### src/rtl/complex_addsub_pipe.sv
// Two-stage pipelined complex adder/subtractor with valid/ready flow control on
// both sides, per-component overflow flags and optional saturation.
module complex_addsub_pipe #(
  parameter int WIDTH    = 32,
  parameter bit SATURATE = 1'b0
) (
  input  logic                    clock,
  input  logic                    reset,
  input  logic                    in_valid,
  output logic                    in_ready,
  input  logic signed [WIDTH-1:0] real_a,
  input  logic signed [WIDTH-1:0] im_a,
  input  logic signed [WIDTH-1:0] real_b,
  input  logic signed [WIDTH-1:0] im_b,
  input  logic [1:0]              mode,
  output logic                    out_valid,
  input  logic                    out_ready,
  output logic [2*WIDTH-1:0]      out,
  output logic [1:0]              ovf
);

  typedef enum logic [1:0] {
    OP_A_MINUS_B     = 2'b00,
    OP_A_PLUS_B      = 2'b01,
    OP_B_MINUS_A     = 2'b10,
    OP_A_PLUS_CONJ_B = 2'b11
  } op_e;

  localparam logic signed [WIDTH-1:0] MAX_VAL = {1'b0, {(WIDTH-1){1'b1}}};
  localparam logic signed [WIDTH-1:0] MIN_VAL = {1'b1, {(WIDTH-1){1'b0}}};

  // The raw result carries one guard bit; a mismatch with the sign bit below it
  // means the value does not fit in WIDTH bits.
  function automatic logic ovf_of(input logic signed [WIDTH:0] raw);
    return raw[WIDTH] ^ raw[WIDTH-1];
  endfunction

  function automatic logic signed [WIDTH-1:0] sat_of(input logic signed [WIDTH:0] raw);
    if (SATURATE && ovf_of(raw)) begin
      return raw[WIDTH] ? MIN_VAL : MAX_VAL;
    end
    return raw[WIDTH-1:0];
  endfunction

  logic signed [WIDTH:0] re_a_p0, im_a_p0, re_b_p0, im_b_p0;
  logic signed [WIDTH:0] raw_re_p0, raw_im_p0;
  logic signed [WIDTH:0] raw_re_p1, raw_im_p1;
  logic                  vld_p1;
  logic signed [WIDTH-1:0] res_re_p2, res_im_p2;
  logic [1:0]            ovf_p2;
  logic                  vld_p2;
  logic                  s2_load;

  // ---- stage 0: sign extension and operation select ----
  assign re_a_p0 = {real_a[WIDTH-1], real_a};
  assign im_a_p0 = {im_a[WIDTH-1], im_a};
  assign re_b_p0 = {real_b[WIDTH-1], real_b};
  assign im_b_p0 = {im_b[WIDTH-1], im_b};

  always_comb begin
    raw_re_p0 = re_a_p0 - re_b_p0;
    raw_im_p0 = im_a_p0 - im_b_p0;
    case (mode)
      OP_A_MINUS_B: begin
        raw_re_p0 = re_a_p0 - re_b_p0;
        raw_im_p0 = im_a_p0 - im_b_p0;
      end
      OP_A_PLUS_B: begin
        raw_re_p0 = re_a_p0 + re_b_p0;
        raw_im_p0 = im_a_p0 + im_b_p0;
      end
      OP_B_MINUS_A: begin
        raw_re_p0 = re_b_p0 - re_a_p0;
        raw_im_p0 = im_b_p0 - im_a_p0;
      end
      OP_A_PLUS_CONJ_B: begin
        raw_re_p0 = re_a_p0 + re_b_p0;
        raw_im_p0 = im_a_p0 - im_b_p0;
      end
      default: ;
    endcase
  end

  // Stage 2 may advance when empty or draining; stage 1 when stage 2 frees up.
  assign s2_load  = !vld_p2 || out_ready;
  assign in_ready = !vld_p1 || s2_load;

  // ---- stage 1: raw WIDTH+1-bit results ----
  always_ff @(posedge clock or negedge reset) begin
    if (!reset) begin
      vld_p1    <= 1'b0;
      raw_re_p1 <= '0;
      raw_im_p1 <= '0;
    end else if (in_ready) begin
      vld_p1    <= in_valid;
      raw_re_p1 <= raw_re_p0;
      raw_im_p1 <= raw_im_p0;
    end
  end

  // ---- stage 2: overflow detection, wrap or saturate ----
  always_ff @(posedge clock or negedge reset) begin
    if (!reset) begin
      vld_p2    <= 1'b0;
      res_re_p2 <= '0;
      res_im_p2 <= '0;
      ovf_p2    <= 2'b00;
    end else if (s2_load) begin
      vld_p2    <= vld_p1;
      res_re_p2 <= sat_of(raw_re_p1);
      res_im_p2 <= sat_of(raw_im_p1);
      ovf_p2    <= {ovf_of(raw_re_p1), ovf_of(raw_im_p1)};
    end
  end

  assign out_valid = vld_p2;
  assign out       = {res_re_p2, res_im_p2};
  assign ovf       = ovf_p2;

endmodule

### config.mk
export PLATFORM = sky130hd
export DESIGN_NAME = complex_addsub_pipe
export DESIGN_NICKNAME = d
export VERILOG_FILES = /design/src/rtl/complex_addsub_pipe.sv
export SDC_FILE = /design/constraint.sdc
export NUM_CORES = 1
export LEC_CHECK = 0
export ABC_CLOCK_PERIOD_IN_PS = 3200
export CAP_MARGIN = 20
export CORE_MARGIN = 2
export CORE_UTILIZATION = 60
export CTS_BUF_LIST = sky130_fd_sc_hd__clkbuf_8
export CTS_CLUSTER_DIAMETER = 60
export DETAILED_ROUTE_END_ITERATION = 8
export PLACE_DENSITY = 0.95
export SYNTH_ARGS = -nofsm -noshare
export SYNTH_HDL_FRONTEND = slang
export SYNTH_SLANG_ARGS = --single-unit
export TNS_END_PERCENT = 10
### constraint.sdc
create_clock -name clock -period 3.2 [get_ports clock]
set_input_delay 0.32 -clock clock [delete_from_list [all_inputs] [get_ports clock]]
set_output_delay 0.32 -clock clock [all_outputs]
set_load 0.02 [all_outputs]
==> results.md, run 1 <==
* Leading area contributor after synthesis: dfrtp_1
* Synth cell types at 70
* Number of global-route vias before repair at 21100
* Total clock buffers created by CTS at 17
* Syn. warnings at 0
* Initial Utilization at between 60% and 70%
* Mean post-synth cell area at between 8 and 9 µm²
* Hpwl dp at between 30000 and 40000 µm
* Cells after Synth at approximately 1600
* Placed Cells at 2378
* GRT Residual Overflow at 38
* Dpl cell area at 18000 µm²
* GRT Overall Usage at 73.6%
* Synth async-reset ratio at 100%
* First-pass GRT wire length at 129000 µm
* First Error: [ERROR GRT-0116] Global routing finished with congestion. Check the congestion regions in the DRC Viewer.
* Run status: did not finish
* RePlAce Congestion at 1.05
* DP Worst Slack at -1.46 ns
* Top FF cell, synth: dfrtp_1
* #FFs+latches synth at roughly 130
* Clock root buffer: clkbuf_8
* Clock buffer depth at 2
* Sequential element share of the synthesized area at approximately a quarter
* Synth Cell Area at between 10000 and 15000 µm²
* Largest net degree at the start of global routing at roughly 70
* Synth area leaders: dfrtp_1, ha_1, xnor2_1, a21oi_1, mux2_2
* Number of buffers added on ports at 201
* CTS Sinks at roughly 130
* H-tree levels at 4
* Row Count at 54
* Syn Nets at 1877
* Halt Stage: 5_1_grt
* Die height at about 150 µm
* Number of flops mapped to enable cells by yosys at 0
* Die width at 152 µm
* # IOs at 202
* Top cell type's share of synthesized area at 25.5%
-- metal layers --
layer,GRT overflow,global-route usage (%)
met1,1,72.9
met2,22,88.9
met3,0,62.1
met4,15,71.2
met5,0,28.2
-- what timing repair did --
action / CTS
endpoints found under the hold margin: 58
setup endpoints to repair: 51
buffers inserted: 43
pin swaps: 94
hold buffers: 1
gates resized for setup: 230
-- cell families after synthesis --
| logic type | share of synthesized area, % |
|---|---|
| AOI/OAI and AO/OA | 23.7 |
| xor gates and xnor gates | 10.8 |
| adders and majority gates | 13.3 |
| buffers and inverters | 4.51 |
| DFF | 25.5 |
| muxes | 5.93 |
| and+or+nand+nor | 16.4 |
-- synth_stat cells, types with 10 or more instances --
cell type and count:
or3_1 10, and3_1 19, o21a_1 18, nor2b_1 31
xnor2_1 111, o21ai_1 11, nand2_1 104, ha_1 133
a21oi_1 171, nor3_1 30, clkbuf_1 52, a21o_1 61
inv_1 104, a211oi_1 15, xor2_1 51, dfrtp_1 134
o21bai_1 12, mux2_2 64, o21ai_0 115, nand2b_1 22
nand4_1 14, nand3_1 26, nor2_1 140, a31oi_1 22
-- through the flow --
step                      setup TNS [ns]  hold WS, ns
after floorplan                    -7.45       0.0244
after global placement            -38.75        0.323
after detailed placement          -52.72        0.337
after CTS                          -7.92        0.399
==> run 2, diff against run 1 <==
--- a/config.mk
+++ b/config.mk
@@ -8,11 +8,9 @@
 export ABC_CLOCK_PERIOD_IN_PS = 3200
 export CAP_MARGIN = 20
 export CORE_MARGIN = 2
-export CORE_UTILIZATION = 60
-export CTS_BUF_LIST = sky130_fd_sc_hd__clkbuf_8
-export CTS_CLUSTER_DIAMETER = 60
+export CORE_UTILIZATION = 40
 export DETAILED_ROUTE_END_ITERATION = 8
-export PLACE_DENSITY = 0.95
+export PLACE_DENSITY_LB_ADDON = 0.15
 export SYNTH_ARGS = -nofsm -noshare
 export SYNTH_HDL_FRONTEND = slang
 export SYNTH_SLANG_ARGS = --single-unit
==> results.md, run 2 <==
* Run status: finished, violations left
* Failing checks: negative setup slack
* Critical path class: in -> reg
* # IOs at 202
* ANT nets after route at 0
* Clock root buffer: clkbuf_16
* Number of global-route vias before repair at between 10000 and 15000
* Area growth syn-to-layout at 52.8%
* Row Count at 66
* Clock buffer depth at 2
* Core area at between 30000 and 40000 µm²
* Worst Hold Class: in -> async
* Worst Setup Start Kind: primary input
* Die height at 185 µm
* Leading area contributor after synthesis: dfrtp_1
* # DRC at 0
* Vias per std cell at 5.27
* Top cell type's share of synthesized area at around a quarter
* Synth Cell Area at 13200 µm²
* Synth cell types at 70
* Mux cell area share after synthesis at under 10%
* Post-synthesis compound-gate area fraction at 23.7%
* Commonest cells after routing, fill and taps aside: buf_4, clkdlybuf4s50_1, a21oi_1
* Worst Tran Pin Value at 0.986 ns
* CTS Sinks at 134
* Gr busiest metal: met2
* First-pass GRT wire length at 70400 µm
* Crit path max fanout at 4
* Fillcell total at 2921
* Max Cap Viol at 0
* Synth async-reset ratio at 100%
* Hpwl dp at around 35000 µm
* Nets@finish at 2460
* Top FF cell, synth: dfrtp_1
* Layout cells sized above 1 at 31.2%
* Clk_skew at 0.0131 ns
* Lkg Pwr at 9.41 nW
* M2 GR Usage at approximately 45%
* Synth area leaders: dfrtp_1, ha_1, xnor2_1, a21oi_1, mux2_2
* Total Routed Length at 45000 µm
* Initial DRC count at 716
* Dpl cell area at approximately 18000 µm²
* #FFs+latches synth at 134
* Total clock buffers created by CTS at 17
* Worst slew margin at 34.3%
* Worst Path Arrival at 3.98 ns
* Cells after Synth at about 1600
* Vias at 13900
* Die width at roughly 190 µm
* GRT Overall Usage at roughly a quarter
* RSZ-0062 raised after global routing: yes
* Final Slew Violations at 0
* Final Cell Area at 20100 µm²
* Simple-Gate Fraction of Synth Area at 16.4%
* Post-synthesis adder-cell area fraction at a little over an eighth
* Most common cell in the netlist: a21oi_1
* Biggest regs: raw_im_p1: 33 flops, raw_re_p1: 33 flops
* Final core occ at between 60 and 70%
* H-tree levels at 4
* Req. time, crit path at 3.52 ns
* RePlAce Congestion at 0.929
* Routing usage on met3 at 3.99%
* Xor-xnor portion of the synthesized cell area at between 10% and 20%
* Worst-Skew Late Latency at around 0.45 ns
* Initial antenna violation count at 0
* Largest family of logic cells by synthesized area: compound AO/OA/AOI/OAI gates
* Power Dens Cells at 505 nW/µm²
* Most common cell after layout, fill and taps aside: buf_4
* Tmin final at 3.66 ns
* Worst Setup SP: real_b[8]
* Number of flops mapped to enable cells by yosys at 0
* Top post-synthesis cells by count: a21oi_1, nor2_1, dfrtp_1, ha_1, o21ai_0
* Hold Vio Cnt, Final at 0
* WL/cell at approximately 17 µm
* CTS tree: yes
* GRT Residual Overflow at 0
* Peak Freq at 273 MHz
* Pwr Total at 10.1 mW
* Die ar. at 34400 µm²
* Largest net degree at the start of global routing at 71
* Initial Utilization at between 40% and 50%
* Drt pass-1 iters at 5
* Post-route setup slack at -0.459 ns
* Endpoints failing setup at 23
* Mean post-synth cell area at 8.20 µm²
* Syn. warnings at 0
* Syn Nets at 1877
* Peak supply drop at roughly 400 µV
* Clock Pin Slew Worst Setup and Hold Paths at 0.06 ns
* Number of buffers added on ports at 201
* DP Worst Slack at -1.42 ns
* RR Startpoint: out_valid
* Met1 Track Usage GR at 33.2%
* Tcrit/Tclk final at 114%
* Crit path capture type: register
* Sequential element share of the synthesized area at 25.5%
-- run 2: path summary, 6_finish.rpt --
path,end,slack [ns],cells past startpoint
hold / removal,res_im_p2[7],0.41,2
hold reg to reg,out_valid,0.46,1
min in group clock,raw_im_p1[0],0.42,4
setup reg to reg,raw_re_p1[19],1.15,7
max in group asynchronous,res_im_p2[27],2.07,3
setup / recovery,raw_re_p1[32],-0.46,18
-- run 2: area by class of cell --
cell class | instances | area [µm²] | area share (%)
diodes | 1 | 2.50 | 0.0124
clock buffers | 20 | 457 | 2.27
clock inverters | 12 | 151 | 0.753
inverters | 104 | 390 | 1.94
multi-input cells | 1315 | 10000 | 49.8
flip-flops and latches | 134 | 3350 | 16.7
well taps | 442 | 553 | 2.75
repair buffers | 617 | 5190 | 25.8
-- run 2: power breakdown --
group          leakage [nW]  internal (mW)  switching [mW]
Combinational          7.56           2.78            2.65
Clock                 0.296           1.26           0.828
Sequential             1.56           2.28           0.342
Total                  9.41           6.33            3.82
-- run 2: metal layers --
layer | part of all wire (%) | vias to the layer above
met5 | 0 | -
met4 | 2.8 | 0
met3 | 4.6 | 85
met2 | 49 | 370
met1 | 44 | 6566
li1 | - | 6907
-- run 2: worst max-delay path: stages --
cell	delay, ns
buf_6	0.09
or4_4	0.54
nor4_4	0.17
nand2_1	0.10
or2_4	0.25
nand2b_4	0.17
o41ai_4	0.22
xnor2_1	0.15
ha_1	0.29
a21oi_2	0.17
buf_4	0.14
o21ai_2	0.06
a41o_1	0.21
a211o_1	0.34
a41o_1	0.26
a211oi_2	0.26
xnor2_1	0.15
o21ai_1	0.07
-- run 2: what timing repair did --
item | 4_1_cts | 5_1_grt
buffers inserted | 23 | 21
gates resized for setup | 167 | 115
cloned | 1 | 0
hold buffers | 1 | 0
pin swaps | 76 | 81
endpoints found under the setup margin | 51 | 48
endpoints found under the hold margin | 50 | 0
-- run 2: per-stage QoR --
| step | instances | TNS [ns] | hold slack, ns |
|---|---|---|---|
| after floorplan | 1606 | -7.45 | 0.0244 |
| after global placement | 2568 | -44.84 | 0.313 |
| after detailed placement | 2568 | -48.43 | 0.318 |
| after CTS | 2623 | -7.32 | 0.410 |
| after global routing | 2644 | -9.68 | 0.406 |
| final | 2645 | -4.89 | 0.407 |
-- run 2: cell families (layout without fill, tap and decap cells) --
kind of cell,Yosys count,count (layout)
other,0,1
buffers and inverters,158,753
AO/OA/AOI/OAI,503,503
multiplexers,70,70
XOR/XNOR,162,162
adder cells (fa/ha/maj),137,137
flip-flops,134,134
AND/OR/NAND/NOR,442,443
Note: power is estimated with default switching activity, not from simulation.
==> run 3, diff against run 2 <==
--- a/config.mk
+++ b/config.mk
@@ -7,10 +7,10 @@
 export LEC_CHECK = 0
 export ABC_CLOCK_PERIOD_IN_PS = 3200
 export CAP_MARGIN = 20
+export CORE_ASPECT_RATIO = 0.9
 export CORE_MARGIN = 2
 export CORE_UTILIZATION = 40
 export DETAILED_ROUTE_END_ITERATION = 8
-export PLACE_DENSITY_LB_ADDON = 0.15
 export SYNTH_ARGS = -nofsm -noshare
 export SYNTH_HDL_FRONTEND = slang
 export SYNTH_SLANG_ARGS = --single-unit
==> results.md, run 3 (same netlist as run 2, synthesis figures left out) <==
* GRT Residual Overflow at 0
* GRT Overall Usage at about a quarter
* Switching power at between 3 and 4 mW
* FF-to-FF End: raw_re_p1[32]
* Die width at 195 µm
* Total Routed Length at 46200 µm
* Post-route setup slack at -0.356 ns
* Int Pwr at 6.18 mW
* DP Worst Slack at -1.51 ns
* Worst slew margin at around 32%
* Critical path class: in -> reg
* Nets@finish at roughly 2500
* Sequential power share at 26.1%
* Worst Path Arrival at ~3.9 ns
* Peak supply drop at 444 µV
* Initial Utilization at 40.2%
* # IOs at 202
* CTS Sinks at 134
* # DRC at 0
* Clock root buffer: clkbuf_16
* FF+latch area at 3350 µm²
* CTS tree: yes
* RR Startpoint: out_valid
* Worst Setup SP: real_b[8]
* Die height at roughly 180 µm
* Clock buffer depth at 2
* Clock Pin Slew Worst Setup and Hold Paths at 0.06 ns
* Failing checks: negative setup slack
* Run status: finished, violations left
* Core area at 32700 µm²
* Worst Hold Class: in -> reg
* Largest net degree at the start of global routing at 71
* Final core occ at 61.4%
* RSZ-0062 raised after global routing: yes
* Die ar. at 34400 µm²
* Final Cell Area at 20100 µm²
* Area growth syn-to-layout at 52.5%
* Worst Tran Pin Value at 1.02 ns
* H-tree levels at 4
* Hold Vio Cnt, Final at 0
* Worst Setup Start Kind: primary input
* Hold path depth at 4
* Tcrit/Tclk final at 111%
* Initial DRC count at 800
* Dpl cell area at roughly 18000 µm²
* Row Count at 63
* ANT nets after route at 0
* First-pass GRT wire length at 72600 µm
* Drt pass-1 iters at 7
* WL/cell at 17.6 µm
* Switch share at 38.9%
* Clk_skew at 0.0136 ns
* Hpwl dp at 36300 µm
* Power Dens Cells at ~500 nW/µm²
* Endpoints failing setup at 19
* Biggest regs: raw_im_p1: 33 flops, raw_re_p1: 33 flops
* Gate power share at 53.8%
* CP endpoint: raw_re_p1[32]
* Total clock buffers created by CTS at 17
* Tmin final at 3.56 ns
* Setup slack, reg-to-reg at 0.97 ns
* Vias at 14000
* Initial antenna violation count at 1
* Layout cells sized above 1 at 31.7%
* Clk pwr share at around 20%
* Req. time, crit path at between 3 and 4 ns
* FF-to-FF path depth at 7
* Peak Freq at 281 MHz
* Crit path max fanout at 3
* RePlAce Congestion at 0.961
* Crit path capture type: register
* Number of global-route vias before repair at 14000
* Worst-Skew Late Latency at 0.46 ns
* Final Slew Violations at 0
* Max Cap Viol at 0
* Number of buffers added on ports at between 200 and 250
* Fillcell total at 2893
* Lkg Pwr at about 9.4 nW
* Commonest cells after routing, fill and taps aside: buf_4, clkdlybuf4s50_1, a21oi_1, dfrtp_1, nor2_1
* Most common cell after layout, fill and taps aside: buf_4
* Vias per std cell at 5.34
* Multi-input gate area at 10000 µm²
run 3: changes by cell type in the layout (fill, tap and decap cells not counted), sizes merged:
cell,before,now
clkdlybuf4s15,1,2
dlygate4sd2,7,2
clkdlybuf4s50,171,167
clkinv,6,2
inv,105,111
or2,9,8
dlymetal6s2s,6,8
clkbuf,27,31
clkinvlp,2,4
buf,424,428
bufinv,3,1
run 3: worst min-delay path by stage:
stage | startpoint | end
finish | im_b[0] | raw_im_p1[0]
global route | im_b[0] | raw_im_p1[0]
CTS | reset | raw_re_p1[0]
detailed placement | reset | res_re_p2[6]
global placement | reset | res_re_p2[6]
floorplan | reset | out_valid
run 3: area by class of cell:
cell class,count,share of cell area (%)
diodes,1,0.0125
clock buffers,18,2.19
clock inverters,14,0.704
inverters,104,1.94
multi-input cells,1314,49.8
flip-flops and latches,134,16.7
well taps,422,2.63
repair buffers,621,26.0
run 3: power by group through the flow:
| stage | clock, mW | combinational [mW] | sequential, mW |
|---|---|---|---|
| final | 2.04 | 5.45 | 2.64 |
| after global routing | 2.14 | 5.90 | 2.71 |
| after CTS | 2.07 | 5.29 | 2.64 |
| after detailed placement | 0 | 5.07 | 2.67 |
| after global placement | 0 | 5.02 | 2.65 |
| after floorplan | 0 | 2.37 | 2.95 |
run 3: stage by stage:
step	TNS [ns]	power [mW]	hold slack (ns)	std cells
4_1_cts	-5.72	10.0	0.391	2615
3_3_place_gp	-45.31	7.67	0.305	2566
5_1_grt	-7.95	10.8	0.346	2627
3_5_place_dp	-47.82	7.74	0.309	2566
6_report	-3.46	10.1	0.323	2628
2_1_floorplan	-7.45	5.33	0.0244	1606
run 3: timing repair:
| item | CTS | global route |
|---|---|---|
| gates cloned | 0 | 1 |
| setup buffers | 16 | 12 |
| hold buffers | 1 | 0 |
| gates resized for setup | 166 | 132 |
| pin swaps | 82 | 88 |
| endpoints found under the hold margin | 52 | 0 |
| setup endpoints to repair | 46 | 42 |
run 3: routing by layer:
metal  global-route usage [%]  vias to the layer above  wire length [µm]
met1                     35.1                     6703             21300
met3                     5.16                       70              2290
met5                        0                        -                 0
met2                     45.0                      355             21700
li1                         -                     6907                 -
met4                     6.68                        0               910
run 3: critical path, cell delays in order:
cell,delay [ns]
buf_6,0.09
or4_4,0.54
nor4_4,0.25
nand2_1,0.10
or2_4,0.27
nand2b_4,0.17
buf_6,0.12
or3_4,0.33
nand2_2,0.09
xnor2_2,0.09
ha_4,0.17
or3_1,0.34
a211o_1,0.33
a41o_1,0.20
a211oi_2,0.24
xnor2_1,0.14
o21ai_1,0.07
